--- config.mk ---
export PLATFORM = sky130hd
export DESIGN_NAME = pixel_sink_fb_flat
export DESIGN_NICKNAME = d
export VERILOG_FILES = /design/src/rtl/pixel_sink_fb_if.sv /design/src/rtl/pixel_sink_fb.sv /design/src/flat_wrapper.sv
export SDC_FILE = /design/constraint.sdc
export NUM_CORES = 1
export LEC_CHECK = 0
export BUFFER_PORTS_ARGS = -buffer_cell sky130_fd_sc_hd__buf_2
export CAP_MARGIN = 30
export CELL_PAD_IN_SITES_DETAIL_PLACEMENT = 2
export CELL_PAD_IN_SITES_GLOBAL_PLACEMENT = 2
export CORE_MARGIN = 2
export CORE_UTILIZATION = 45
export CTS_BUF_LIST = sky130_fd_sc_hd__clkbuf_16
export CTS_CLUSTER_DIAMETER = 120
export DETAILED_ROUTE_END_ITERATION = 10
export HOLD_SLACK_MARGIN = 0.08
export PLACE_DENSITY_LB_ADDON = 0.08
export SETUP_SLACK_MARGIN = 0.05
export SKIP_LAST_GASP = 1
export SLEW_MARGIN = 20
export SYNTH_ARGS = -nofsm -noshare
export SYNTH_HDL_FRONTEND = slang
export SYNTH_SLANG_ARGS = --single-unit
--- constraint.sdc ---
create_clock -name clock -period 5.8 [get_ports clock]
set_clock_uncertainty 0.15 [all_clocks]
set_input_delay 0.58 -clock clock [delete_from_list [all_inputs] [get_ports clock]]
set_output_delay 0.58 -clock clock [all_outputs]
set_load 0.005 [all_outputs]
--- src/rtl/pixel_sink_fb_if.sv ---
`default_nettype none
// ============================================================================
// Module      : pixel_sink_fb_if
// Description : Frame-buffer write port. One word is written when fb_we and
//               fb_ready are both high on a rising clock edge.
//               master : pixel sink side (drives address/data/valid)
//               slave  : frame-buffer RAM side (drives fb_ready)
// Signals     : fb_addr  [ADDR_W]  frame-buffer word address
//               fb_data  [COLOR_W] write data (4:4:4 RGB by default)
//               fb_we    [1]       write valid
//               fb_ready [1]       RAM accepts the write this cycle
// Revision    : 1.0 - initial release
// ============================================================================
interface pixel_sink_fb_if #(
  parameter int ADDR_W  = 17,
  parameter int COLOR_W = 12
) ();

  logic [ADDR_W-1:0]  fb_addr;
  logic [COLOR_W-1:0] fb_data;
  logic               fb_we;
  logic               fb_ready;

  modport master (
    output fb_addr,
    output fb_data,
    output fb_we,
    input  fb_ready
  );

  modport slave (
    input  fb_addr,
    input  fb_data,
    input  fb_we,
    output fb_ready
  );

endinterface
`default_nettype wire

--- src/rtl/pixel_sink_fb.sv ---
`default_nettype none
// ============================================================================
// Module      : pixel_sink_fb
// Description : Receiving end of the draw-FSM pixel stream. Clips pixels to
//               the visible screen, buffers them in a small FIFO and commits
//               them to the frame-buffer write port. Also performs a
//               full-screen clear on request; pixels queued at that moment
//               are drawn after the clear completes.
// Ports       : clock        system clock, rising edge
//               reset        synchronous active-high reset
//               inX/inY      pixel coordinates from the draw FSM
//               inColor      pixel colour
//               inWriteEn    pixel valid (no backpressure toward the source)
//               clear_req    one-cycle full-screen clear request
//               clear_color  fill colour, sampled with clear_req
//               fb           frame-buffer write port (master side)
//               busy         any work queued, in flight or pending
//               clear_done   one-cycle pulse after the last clear write
//               overflow     sticky: a pixel was dropped on a full FIFO
//               clip_count   saturating count of clipped pixels
// Revision    : 1.0 - initial release
// ============================================================================
module pixel_sink_fb #(
  parameter int FIFO_DEPTH = 8,    // power of 2, >= 2
  parameter int SCREEN_W   = 320,
  parameter int SCREEN_H   = 240,
  parameter int COLOR_W    = 12,
  parameter int ADDR_W     = 17
) (
  input  wire                clock,
  input  wire                reset,
  input  wire  [8:0]         inX,
  input  wire  [7:0]         inY,
  input  wire  [COLOR_W-1:0] inColor,
  input  wire                inWriteEn,
  input  wire                clear_req,
  input  wire  [COLOR_W-1:0] clear_color,
  pixel_sink_fb_if.master    fb,
  output logic               busy,
  output logic               clear_done,
  output logic               overflow,
  output logic [7:0]         clip_count
);

  // --------------------------------------------------------------------------
  // Constants
  // --------------------------------------------------------------------------
  localparam int c_ptr_w   = $clog2(FIFO_DEPTH);
  localparam int c_cnt_w   = c_ptr_w + 1;
  localparam int c_entry_w = ADDR_W + COLOR_W;

  localparam logic [ADDR_W-1:0]  c_last_addr = ADDR_W'(SCREEN_W * SCREEN_H - 1);
  localparam logic [c_cnt_w-1:0] c_depth     = c_cnt_w'(FIFO_DEPTH);
  localparam logic [c_ptr_w-1:0] c_ptr_one   = c_ptr_w'(1);
  localparam logic [c_cnt_w-1:0] c_cnt_one   = c_cnt_w'(1);

  // --------------------------------------------------------------------------
  // State machine encoding
  // --------------------------------------------------------------------------
  typedef enum logic [1:0] {
    S_IDLE  = 2'd0,
    S_WRITE = 2'd1,
    S_CLEAR = 2'd2
  } state_t;

  state_t r_state;
  state_t w_next_state;

  // --------------------------------------------------------------------------
  // Registers
  // --------------------------------------------------------------------------
  logic [c_entry_w-1:0] r_mem [FIFO_DEPTH];
  logic [c_ptr_w-1:0]   r_wr_ptr;
  logic [c_ptr_w-1:0]   r_rd_ptr;
  logic [c_cnt_w-1:0]   r_count;

  logic                 r_fb_we;
  logic [ADDR_W-1:0]    r_fb_addr;
  logic [COLOR_W-1:0]   r_fb_data;

  logic                 r_clear_pending;
  logic [COLOR_W-1:0]   r_clear_color;
  logic                 r_clear_done;
  logic                 r_overflow;
  logic [7:0]           r_clip_count;

  // --------------------------------------------------------------------------
  // Combinational signals
  // --------------------------------------------------------------------------
  logic                 w_clip;
  logic                 w_in_valid;
  logic                 w_push;
  logic                 w_drop_full;
  logic                 w_empty;
  logic                 w_full;
  logic [c_entry_w-1:0] w_head;
  logic [ADDR_W-1:0]    w_y_ext;
  logic [ADDR_W-1:0]    w_x_ext;
  logic [ADDR_W-1:0]    w_pix_addr;
  logic                 w_clear_req_ok;
  logic [COLOR_W-1:0]   w_start_color;

  logic                 w_pop;          // head of FIFO moves to output register
  logic                 w_stop;         // write stream ends, output register freed
  logic                 w_clear_start;  // output register loaded with address 0
  logic                 w_clear_adv;    // accepted clear write, step address
  logic                 w_clear_end;    // last clear address accepted

  // --------------------------------------------------------------------------
  // Input stage: clip, address generation, FIFO push decision
  // --------------------------------------------------------------------------
  assign w_clip     = (int'(inX) >= SCREEN_W) || (int'(inY) >= SCREEN_H);
  assign w_in_valid = inWriteEn && !w_clip;

  assign w_y_ext = ADDR_W'(inY);
  assign w_x_ext = ADDR_W'(inX);

  generate
    if (SCREEN_W == 320) begin : g_addr_shift
      // y*320 = y*256 + y*64: two shifts and an add instead of a multiplier
      assign w_pix_addr = (w_y_ext << 8) + (w_y_ext << 6) + w_x_ext;
    end else begin : g_addr_mul
      assign w_pix_addr = (w_y_ext * ADDR_W'(SCREEN_W)) + w_x_ext;
    end
  endgenerate

  assign w_empty = (r_count == '0);
  assign w_full  = (r_count == c_depth);
  assign w_head  = r_mem[r_rd_ptr];

  // A pop in the same edge frees a slot, so a full FIFO can still take a push.
  assign w_push      = w_in_valid && (!w_full || w_pop);
  assign w_drop_full = w_in_valid && w_full && !w_pop;

  // Requests arriving while a clear is running are ignored outright.
  assign w_clear_req_ok = clear_req && (r_state != S_CLEAR);

  // A request landing on the very edge the clear starts is merged into it,
  // so its colour is the one used.
  assign w_start_color = clear_req ? clear_color : r_clear_color;

  // --------------------------------------------------------------------------
  // State register
  // --------------------------------------------------------------------------
  always_ff @(posedge clock) begin
    if (reset) begin
      r_state <= S_IDLE;
    end else begin
      r_state <= w_next_state;
    end
  end

  // --------------------------------------------------------------------------
  // Next-state and control decode
  // --------------------------------------------------------------------------
  always_comb begin
    w_next_state  = r_state;
    w_pop         = 1'b0;
    w_stop        = 1'b0;
    w_clear_start = 1'b0;
    w_clear_adv   = 1'b0;
    w_clear_end   = 1'b0;

    case (r_state)
      S_IDLE: begin
        // Clear wins over queued pixels; it only starts once the output
        // register no longer holds an unaccepted write.
        if (r_clear_pending && !r_fb_we) begin
          w_clear_start = 1'b1;
          w_next_state  = S_CLEAR;
        end else if (!w_empty) begin
          w_pop        = 1'b1;
          w_next_state = S_WRITE;
        end
      end

      S_WRITE: begin
        if (fb.fb_ready) begin
          // Chain straight into the next entry for one write per cycle,
          // unless a clear is waiting to take over.
          if (!w_empty && !r_clear_pending) begin
            w_pop = 1'b1;
          end else begin
            w_stop       = 1'b1;
            w_next_state = S_IDLE;
          end
        end
      end

      S_CLEAR: begin
        if (fb.fb_ready) begin
          if (r_fb_addr == c_last_addr) begin
            w_clear_end  = 1'b1;
            w_next_state = S_IDLE;
          end else begin
            w_clear_adv = 1'b1;
          end
        end
      end

      default: begin
        w_next_state = S_IDLE;
      end
    endcase
  end

  // --------------------------------------------------------------------------
  // FIFO storage (no reset needed; validity is tracked by r_count)
  // --------------------------------------------------------------------------
  always_ff @(posedge clock) begin
    if (w_push) begin
      r_mem[r_wr_ptr] <= {w_pix_addr, inColor};
    end
  end

  // --------------------------------------------------------------------------
  // Datapath and status registers
  // --------------------------------------------------------------------------
  always_ff @(posedge clock) begin
    if (reset) begin
      r_wr_ptr        <= '0;
      r_rd_ptr        <= '0;
      r_count         <= '0;
      r_fb_we         <= 1'b0;
      r_fb_addr       <= '0;
      r_fb_data       <= '0;
      r_clear_pending <= 1'b0;
      r_clear_color   <= '0;
      r_clear_done    <= 1'b0;
      r_overflow      <= 1'b0;
      r_clip_count    <= '0;
    end else begin
      // FIFO pointers and occupancy
      if (w_push) begin
        r_wr_ptr <= r_wr_ptr + c_ptr_one;
      end
      if (w_pop) begin
        r_rd_ptr <= r_rd_ptr + c_ptr_one;
      end
      if (w_push && !w_pop) begin
        r_count <= r_count + c_cnt_one;
      end else if (!w_push && w_pop) begin
        r_count <= r_count - c_cnt_one;
      end

      // Output register: only changes on a load or an accepted write, so it
      // holds steady while the RAM stalls.
      if (w_pop) begin
        r_fb_we   <= 1'b1;
        r_fb_addr <= w_head[c_entry_w-1:COLOR_W];
        r_fb_data <= w_head[COLOR_W-1:0];
      end else if (w_clear_start) begin
        r_fb_we   <= 1'b1;
        r_fb_addr <= '0;
        r_fb_data <= w_start_color;
      end else if (w_clear_adv) begin
        r_fb_addr <= r_fb_addr + ADDR_W'(1);
      end else if (w_stop || w_clear_end) begin
        r_fb_we <= 1'b0;
      end

      // Clear request bookkeeping
      if (w_clear_start) begin
        r_clear_pending <= 1'b0;
      end else if (w_clear_req_ok) begin
        r_clear_pending <= 1'b1;
      end
      if (w_clear_req_ok) begin
        r_clear_color <= clear_color;
      end
      r_clear_done <= w_clear_end;

      // Input-stage status
      if (w_drop_full) begin
        r_overflow <= 1'b1;
      end
      if (inWriteEn && w_clip && (r_clip_count != 8'hFF)) begin
        r_clip_count <= r_clip_count + 8'd1;
      end
    end
  end

  // --------------------------------------------------------------------------
  // Outputs
  // --------------------------------------------------------------------------
  assign fb.fb_we   = r_fb_we;
  assign fb.fb_addr = r_fb_addr;
  assign fb.fb_data = r_fb_data;

  assign busy       = !w_empty || r_fb_we || r_clear_pending || (r_state == S_CLEAR);
  assign clear_done = r_clear_done;
  assign overflow   = r_overflow;
  assign clip_count = r_clip_count;

endmodule
`default_nettype wire

--- src/flat_wrapper.sv ---
// flat-port wrapper written by rule: the top's interface ports become plain ports
module pixel_sink_fb_flat 
#(
  parameter int FIFO_DEPTH = 8,                       
  parameter int SCREEN_W   = 320,
  parameter int SCREEN_H   = 240,
  parameter int COLOR_W    = 12,
  parameter int ADDR_W     = 17
)
  (clock, reset, inX, inY, inColor, inWriteEn, clear_req, clear_color, busy, clear_done, overflow, clip_count, fb_fb_addr, fb_fb_data, fb_fb_we, fb_fb_ready);
  pixel_sink_fb_if #(.ADDR_W(ADDR_W), .COLOR_W(COLOR_W)) fb_i ();
  input  wire clock;
  input  wire reset;
  input  wire  [8:0] inX;
  input  wire  [7:0] inY;
  input  wire  [COLOR_W-1:0] inColor;
  input  wire inWriteEn;
  input  wire clear_req;
  input  wire  [COLOR_W-1:0] clear_color;
  output logic busy;
  output logic clear_done;
  output logic overflow;
  output logic [7:0] clip_count;
  output wire logic [$bits(fb_i.fb_addr)-1:0] fb_fb_addr;
  output wire logic [$bits(fb_i.fb_data)-1:0] fb_fb_data;
  output wire logic [$bits(fb_i.fb_we)-1:0] fb_fb_we;
  input wire logic [$bits(fb_i.fb_ready)-1:0] fb_fb_ready;
  assign fb_fb_addr = fb_i.fb_addr;
  assign fb_fb_data = fb_i.fb_data;
  assign fb_fb_we = fb_i.fb_we;
  assign fb_i.fb_ready = fb_fb_ready;
  pixel_sink_fb #(.FIFO_DEPTH(FIFO_DEPTH), .SCREEN_W(SCREEN_W), .SCREEN_H(SCREEN_H), .COLOR_W(COLOR_W), .ADDR_W(ADDR_W)) u_core (.clock(clock), .reset(reset), .inX(inX), .inY(inY), .inColor(inColor), .inWriteEn(inWriteEn), .clear_req(clear_req), .clear_color(clear_color), .fb(fb_i), .busy(busy), .clear_done(clear_done), .overflow(overflow), .clip_count(clip_count));
endmodule
Word level (Yosys, flattened, before mapping)
Memories as Yosys holds them, arrays and structs flattened. A register that Yosys moved wholly into a read port is not among the register bits.
Cells that the tools add are included.
{"block": "totals", "regBits": 65, "mem_bits_rw": 232, "in_bits": 46, "out_inout_bits": 41, "wordCells": 107, "mem_count": 1}
{"name": "u_core.r_mem", "depth": 8, "width": 29, "rd": 1, "rd_ports_with_merged_regs": 1, "write_ports": 1, "line": "pixel_sink_fb.sv:72", "text": "logic [c_entry_w-1:0] r_mem [FIFO_DEPTH];"}
{"block": "classes", "add_sub_neg": 8, "n_lt_le_gt_ge": 2, "eq_ne": 12, "n_mux": 39, "reduce_logical": 33}
{"operator": "17-bit two-way mux", "n": 3}
{"operator": "12-bit two-way mux", "n": 3}
{"operator": "1-bit two-way mux", "n": 21}
{"operator": "16-bit by 14-bit adder with 17-bit output", "n": 1}
{"operator": "17-bit by 1-bit adder with 17-bit output (second input constant)", "n": 1}
{"operator": "17-bit by 9-bit adder with 17-bit output", "n": 1}
{"operator": "17-bit equality test (second input constant)", "n": 1}
{"operator": "2-bit two-way mux", "n": 6}
{"operator": "1-bit logical AND", "n": 11}
{"operator": "9-bit >= comparator (second input constant)", "n": 1}
{"operator": "8-bit by 1-bit adder with 8-bit output (second input constant)", "n": 1}
{"operator": "8-bit >= comparator (second input constant)", "n": 1}
{"operator": "4-bit two-way mux", "n": 2}
{"operator": "2-bit inequality test (second input constant)", "n": 4}
{"operator": "8-bit inequality test (second input constant)", "n": 1}
{"operator": "1-bit logical NOT", "n": 7}
{"operator": "3-bit by 1-bit adder with 3-bit output (second input constant)", "n": 2}
{"operator": "1-bit logical OR", "n": 6}
{"operator": "3-bit two-way mux", "n": 2}
{"operator": "2-bit case mux with 3 select lines", "n": 1}
{"operator": "3-bit nonzero test", "n": 2}
{"operator": "5-bit AND reduction", "n": 1}
{"operator": "4-bit by 1-bit adder with 4-bit output (second input constant)", "n": 1}
{"operator": "4-bit equality test (second input constant)", "n": 1}
{"operator": "other kinds (12)", "n": 13}

Depth between registers and ports, before layout
{"block": "depth", "word_depth": 12, "mapped_depth": 14, "depth_no_buf": 12}

Worst setup path before layout
OpenSTA, ideal clock, no wires.
{"block": "synth_path", "path_type": "input to register", "startpoint": "input port fb_fb_ready", "endpoint": "memory u_core.r_mem[0][0] (netlist bit) (enable)", "t_arrival_ps": 3583, "path_slack_ps": 1616, "path_stages": 6, "cell_sequence": "nor2b_1 > o21a_1 > buf_6 > o211a_4 > or3_4 > nor3_1"}
{"block": "synth_via", "elab_chain_cells": 6}
{"element": "start, declared", "line": "flat_wrapper.sv:27", "text": "input wire logic [$bits(fb_i.fb_ready)-1:0] fb_fb_ready;"}
{"element": "1-bit two-way mux", "line": "pixel_sink_fb.sv:178", "text": "if (fb.fb_ready) begin"}
{"element": "1-bit case mux with 2 select lines", "line": "pixel_sink_fb.sv:164", "text": "case (r_state)"}
{"element": "1-bit logical OR", "line": "pixel_sink_fb.sv:132", "text": "assign w_push = w_in_valid && (!w_full || w_pop);"}
{"element": "1-bit logical AND", "line": "pixel_sink_fb.sv:132"}
{"element": "1-bit two-way mux", "line": "pixel_sink_fb.sv:211", "text": "if (w_push) begin"}
{"element": "1-bit two-way mux (not written as such)", "line": "pixel_sink_fb.sv:212", "text": "r_mem[r_wr_ptr] <= {w_pix_addr, inColor};"}
{"element": "end, declared", "line": "pixel_sink_fb.sv:72"}
No other way between the ends.

Worst setup path after layout
{"block": "layout_path", "startpoint": "register u_core.r_count[0]", "endpoint": "register u_core.r_count[3]"}
{"block": "layout_via", "elab_chain_cells": 11}
{"element": "start, declared", "line": "pixel_sink_fb.sv:75", "text": "logic [c_cnt_w-1:0] r_count;"}
{"element": "start signal, assigned", "line": "pixel_sink_fb.sv:241", "text": "r_count <= r_count + c_cnt_one;"}
{"element": "start signal, assigned", "line": "pixel_sink_fb.sv:243", "text": "r_count <= r_count - c_cnt_one;"}
{"element": "4-bit logical NOT", "line": "pixel_sink_fb.sv:127", "text": "assign w_empty = (r_count == '0);"}
{"element": "1-bit logical NOT"}
{"element": "1-bit logical AND", "line": "pixel_sink_fb.sv:181", "text": "if (!w_empty && !r_clear_pending) begin"}
{"element": "1-bit two-way mux", "line": "pixel_sink_fb.sv:181"}
{"element": "1-bit two-way mux", "line": "pixel_sink_fb.sv:178"}
{"element": "1-bit case mux with 2 select lines", "line": "pixel_sink_fb.sv:164"}
{"element": "1-bit logical OR", "line": "pixel_sink_fb.sv:132"}
{"element": "1-bit logical AND", "line": "pixel_sink_fb.sv:132"}
{"element": "1-bit logical NOT", "line": "pixel_sink_fb.sv:242", "text": "end else if (!w_push && w_pop) begin"}
{"element": "1-bit logical AND", "line": "pixel_sink_fb.sv:242"}
{"element": "2-bit nonzero test (no line)"}
Several ways; a longest one is shown, not always the timed one. The select of a mux whose other input is x is not followed.
A chain may end at the register's enable or synchronous reset.

==> metrics.md <==
| Metric | Value |
|---|---|
| Fmax | `290 MHz` |
| I/O Pins | `87` |
| Flop pwr share | `between 40% and 50%` |
| Setup tns final | `0 ps` |
| Final core utilization | `a little over half` |
| Fill count | `~2500` |
| Logic pwr share | `roughly 23%` |
| Synth Register Bits | `300` |
| Yosys cell types | `69` |
| Clock period minus worst slack | `around 3500 ps` |
| Pwr dens | `444 nW/um^2` |
| Remaining DRCs | `0` |
| Critical Path End | `u_core.r_count[3]` |
| Net Sw Frac | `29.5%` |
| Ant diodes | `0` |
| Req. time, crit path | `6090 ps` |
| IO Port Bufs | `86` |
| Synth Cell Area | `approximately 13000 um^2` |
| Largest net degree at the start of global routing | `59` |
| RR Startpoint | `u_core.r_count[0]` |
| CP Launch Point | `u_core.r_count[0]` |
| Most frequent cells in the layout | `232 x edfxtp_1, 86 x buf_2, 65 x dfxtp_1, 58 x mux4_2, 44 x nand2_1` |
| Worst setup SP type | `flop` |
| Final Hold Fails | `0` |
| CTS tree | `built` |
| Post-synth EDFFs | `232` |
| Final WL | `between 30000 and 40000 um` |
| CTS Hold Bufs | `0` |
| Mean post-synth cell area | `roughly 16 um^2` |
| Nets | `958` |
| Worst reg2reg path depth | `12` |
| Status | `completed` |
| Critical path class | `flop to flop` |
| Worst slew pin tran | `~880 ps` |
| Post-synthesis net count | `865` |
| H-tree levels | `2` |
| Register area share after synthesis | `about two thirds` |
| Most common cell after layout, fill and taps aside | `edfxtp_1` |
| CTS Buf Count | `34` |
| Via count | `7423` |
| Share of flip-flops with an asynchronous set or reset | `0%` |
| Vias in the first global route | `between 8000 and 9000` |
| Die area | `between 20000 and 30000 um^2` |
| Min Hold Slack | `around 170 ps` |
| Tcrit/Tclk final | `59.5%` |
| Slew margin rel. | `about two fifths` |
| Final Max Slew Viols | `0` |
| Via-per-instance ratio | `5.75` |
| DR WL/cell | `26.3 um` |
| Clk buf depth | `3` |
| Predominant post-synthesis flop cell | `edfxtp_1` |
| CTS-repair resized insts | `0` |
| Clk sinks | `300` |
| NetSw | `1920 uW` |
| Antenna violations before repair | `0` |
| First drt pass iteration count | `5` |
| Internal | `~4600 uW` |
| Initial Util | `a little under half` |
| Root buf cell | `clkbuf_16` |
| Final GP Congestion | `around 0.83` |
| YS warnings | `0` |
| Critical path arrival | `3750 ps` |
| Die Wd | `between 150 and 200 um` |
| CP max FO | `33` |
| Area Overhead vs Synth | `15.9%` |
| Die Y | `172 um` |
| Total GRT Usage | `approximately a quarter` |
| Final ANT Viol Nets | `0` |
| Leakage | `0.00502 uW` |
| # Post-CTS Setup Buffers | `0` |
| Total power | `roughly 6500 uW` |
| Core footprint | `27700 um^2` |
| Hold Startpoint | `clear_color[3]` |
| Reg clk slew, reported paths | `about 60 ps` |
| Total grt overflow | `0` |
| Flop2flop setup slack | `roughly 2300 ps` |
| Capturing point of the worst reg2reg path | `u_core.r_count[3]` |
| Worst hold path class | `input pin to flop` |
| First-pass GRT wire length | `between 50000 and 60000 um` |
| RSZ-0062 raised after global routing | `false` |
| Max Cap Viol | `0` |
| Clock share of power | `35.0%` |
| Finished Layout Cells | `approximately 1300` |
| Worst-Skew Late Latency | `around 520 ps` |
| Placed Cells | `roughly 1200` |
| CP Capture Type | `flop` |
| Iteration-0 DRC Markers | `about 570` |
| Area of the multi-input gates | `just over 4000 um^2` |
| Final-report setup violation count | `0` |
| Mapped Cells | `a little under 800` |
| Post-DP HPWL | `around 22000 um` |
| Max IR drop VDD | `a little over 0.3 mV` |
| Layout cells sized above 1 | `roughly a quarter` |
| Register area | `~8300 um^2` |
| Core Rows | `between 60 and 70` |
==> final cells by class <==
type	instances	area share [%]
sequential	300	56.9
clock inverter	26	2.12
tap	378	3.23
clock buffer	35	5.97
multi-input combinational	442	27.8
inverter	10	0.256
timing repair buffer	99	3.74
==> stage by stage <==
step           setup WS, ps  instance area (um^2)
3_5_place_dp           2090                 13500
6_report               2350                 14700
4_1_cts                2330                 14600
3_3_place_gp           2310                 13500
5_1_grt                2190                 14700
2_1_floorplan          1620                 12600
==> sequential cells by signal, summed over array words and instances, names as in the netlist, named ones only <==
| name | count |
|---|---|
| u_core.r_mem | 232 |
| u_core.fb.fb_addr | 17 |
| u_core.fb.fb_data | 12 |
| u_core.r_clear_color | 12 |
| u_core.clip_count | 8 |
| u_core.r_count | 4 |
| u_core.r_rd_ptr | 3 |
| u_core.r_wr_ptr | 3 |
| u_core.r_state | 2 |
| u_core.clear_done | 1 |
| u_core.fb.fb_we | 1 |
| u_core.overflow | 1 |
| u_core.r_clear_pending | 1 |
==> cell usage after synthesis, types with 12 or more instances <==
cell type | count | area share, %
buf_2 | 15 | 0.59
nor2_1 | 45 | 1.3
edfxtp_1 | 232 | 55
ha_1 | 22 | 2.2
a211oi_1 | 24 | 1.4
mux2i_1 | 37 | 2.9
a21oi_1 | 35 | 1.4
dfxtp_1 | 68 | 11
xnor2_1 | 17 | 1.2
mux4_2 | 58 | 10
nor3_1 | 21 | 0.83
o21ai_0 | 12 | 0.47
nand2_1 | 44 | 1.3
clkbuf_1 | 17 | 0.50
==> worst min path at each step <==
stage / end / slack [ps] / cells after the start
CTS: u_core.r_clear_color[4] / 160 / 3
floorplan: u_core.r_clear_color[0] / 290 / 2
finish: u_core.r_clear_color[3] / 170 / 3
detailed placement: u_core.r_clear_color[5] / 310 / 2
global placement: u_core.r_clear_color[0] / 290 / 2
global route: u_core.r_clear_color[10] / 170 / 3
==> routing by layer <==
metal,GRT usage (%),vias up,share of wire [%]
met5,0,-,0
met4,5.42,0,1.5
met3,3.13,40,3.9
met2,41.3,177,51
met1,31.5,3844,44
li1,-,3362,-
==> kinds of logic after synthesis <==
logic type	synth area share [%]
flops	65.8
simple gates	7.54
compound gates	6.78
mux	13.7
buf+inv	2.17
fa+ha+maj	2.65
xor+xnor	1.32
==> critical path, cell delays in order (launching register included) <==
cell and delay, ps:
dfxtp_1 390, nor4_4 720, nor3_4 30, buf_4 270
inv_2 230, ha_1 230, inv_1 100, ha_1 290
a21o_1 180, a21oi_1 200, xnor2_1 110, or3_1 310
a21oi_1 150
==> power by group through the flow <==
stage | combinational (uW) | sequential (uW) | clock, uW
global route | 1630 | 2770 | 2400
finish | 1480 | 2750 | 2280
floorplan | 1120 | 2660 | 0
CTS | 1440 | 2810 | 2310
detailed placement | 1420 | 2850 | 0
global placement | 1330 | 2820 | 0
No activity file was read; power rests on OpenSTA's default activity.
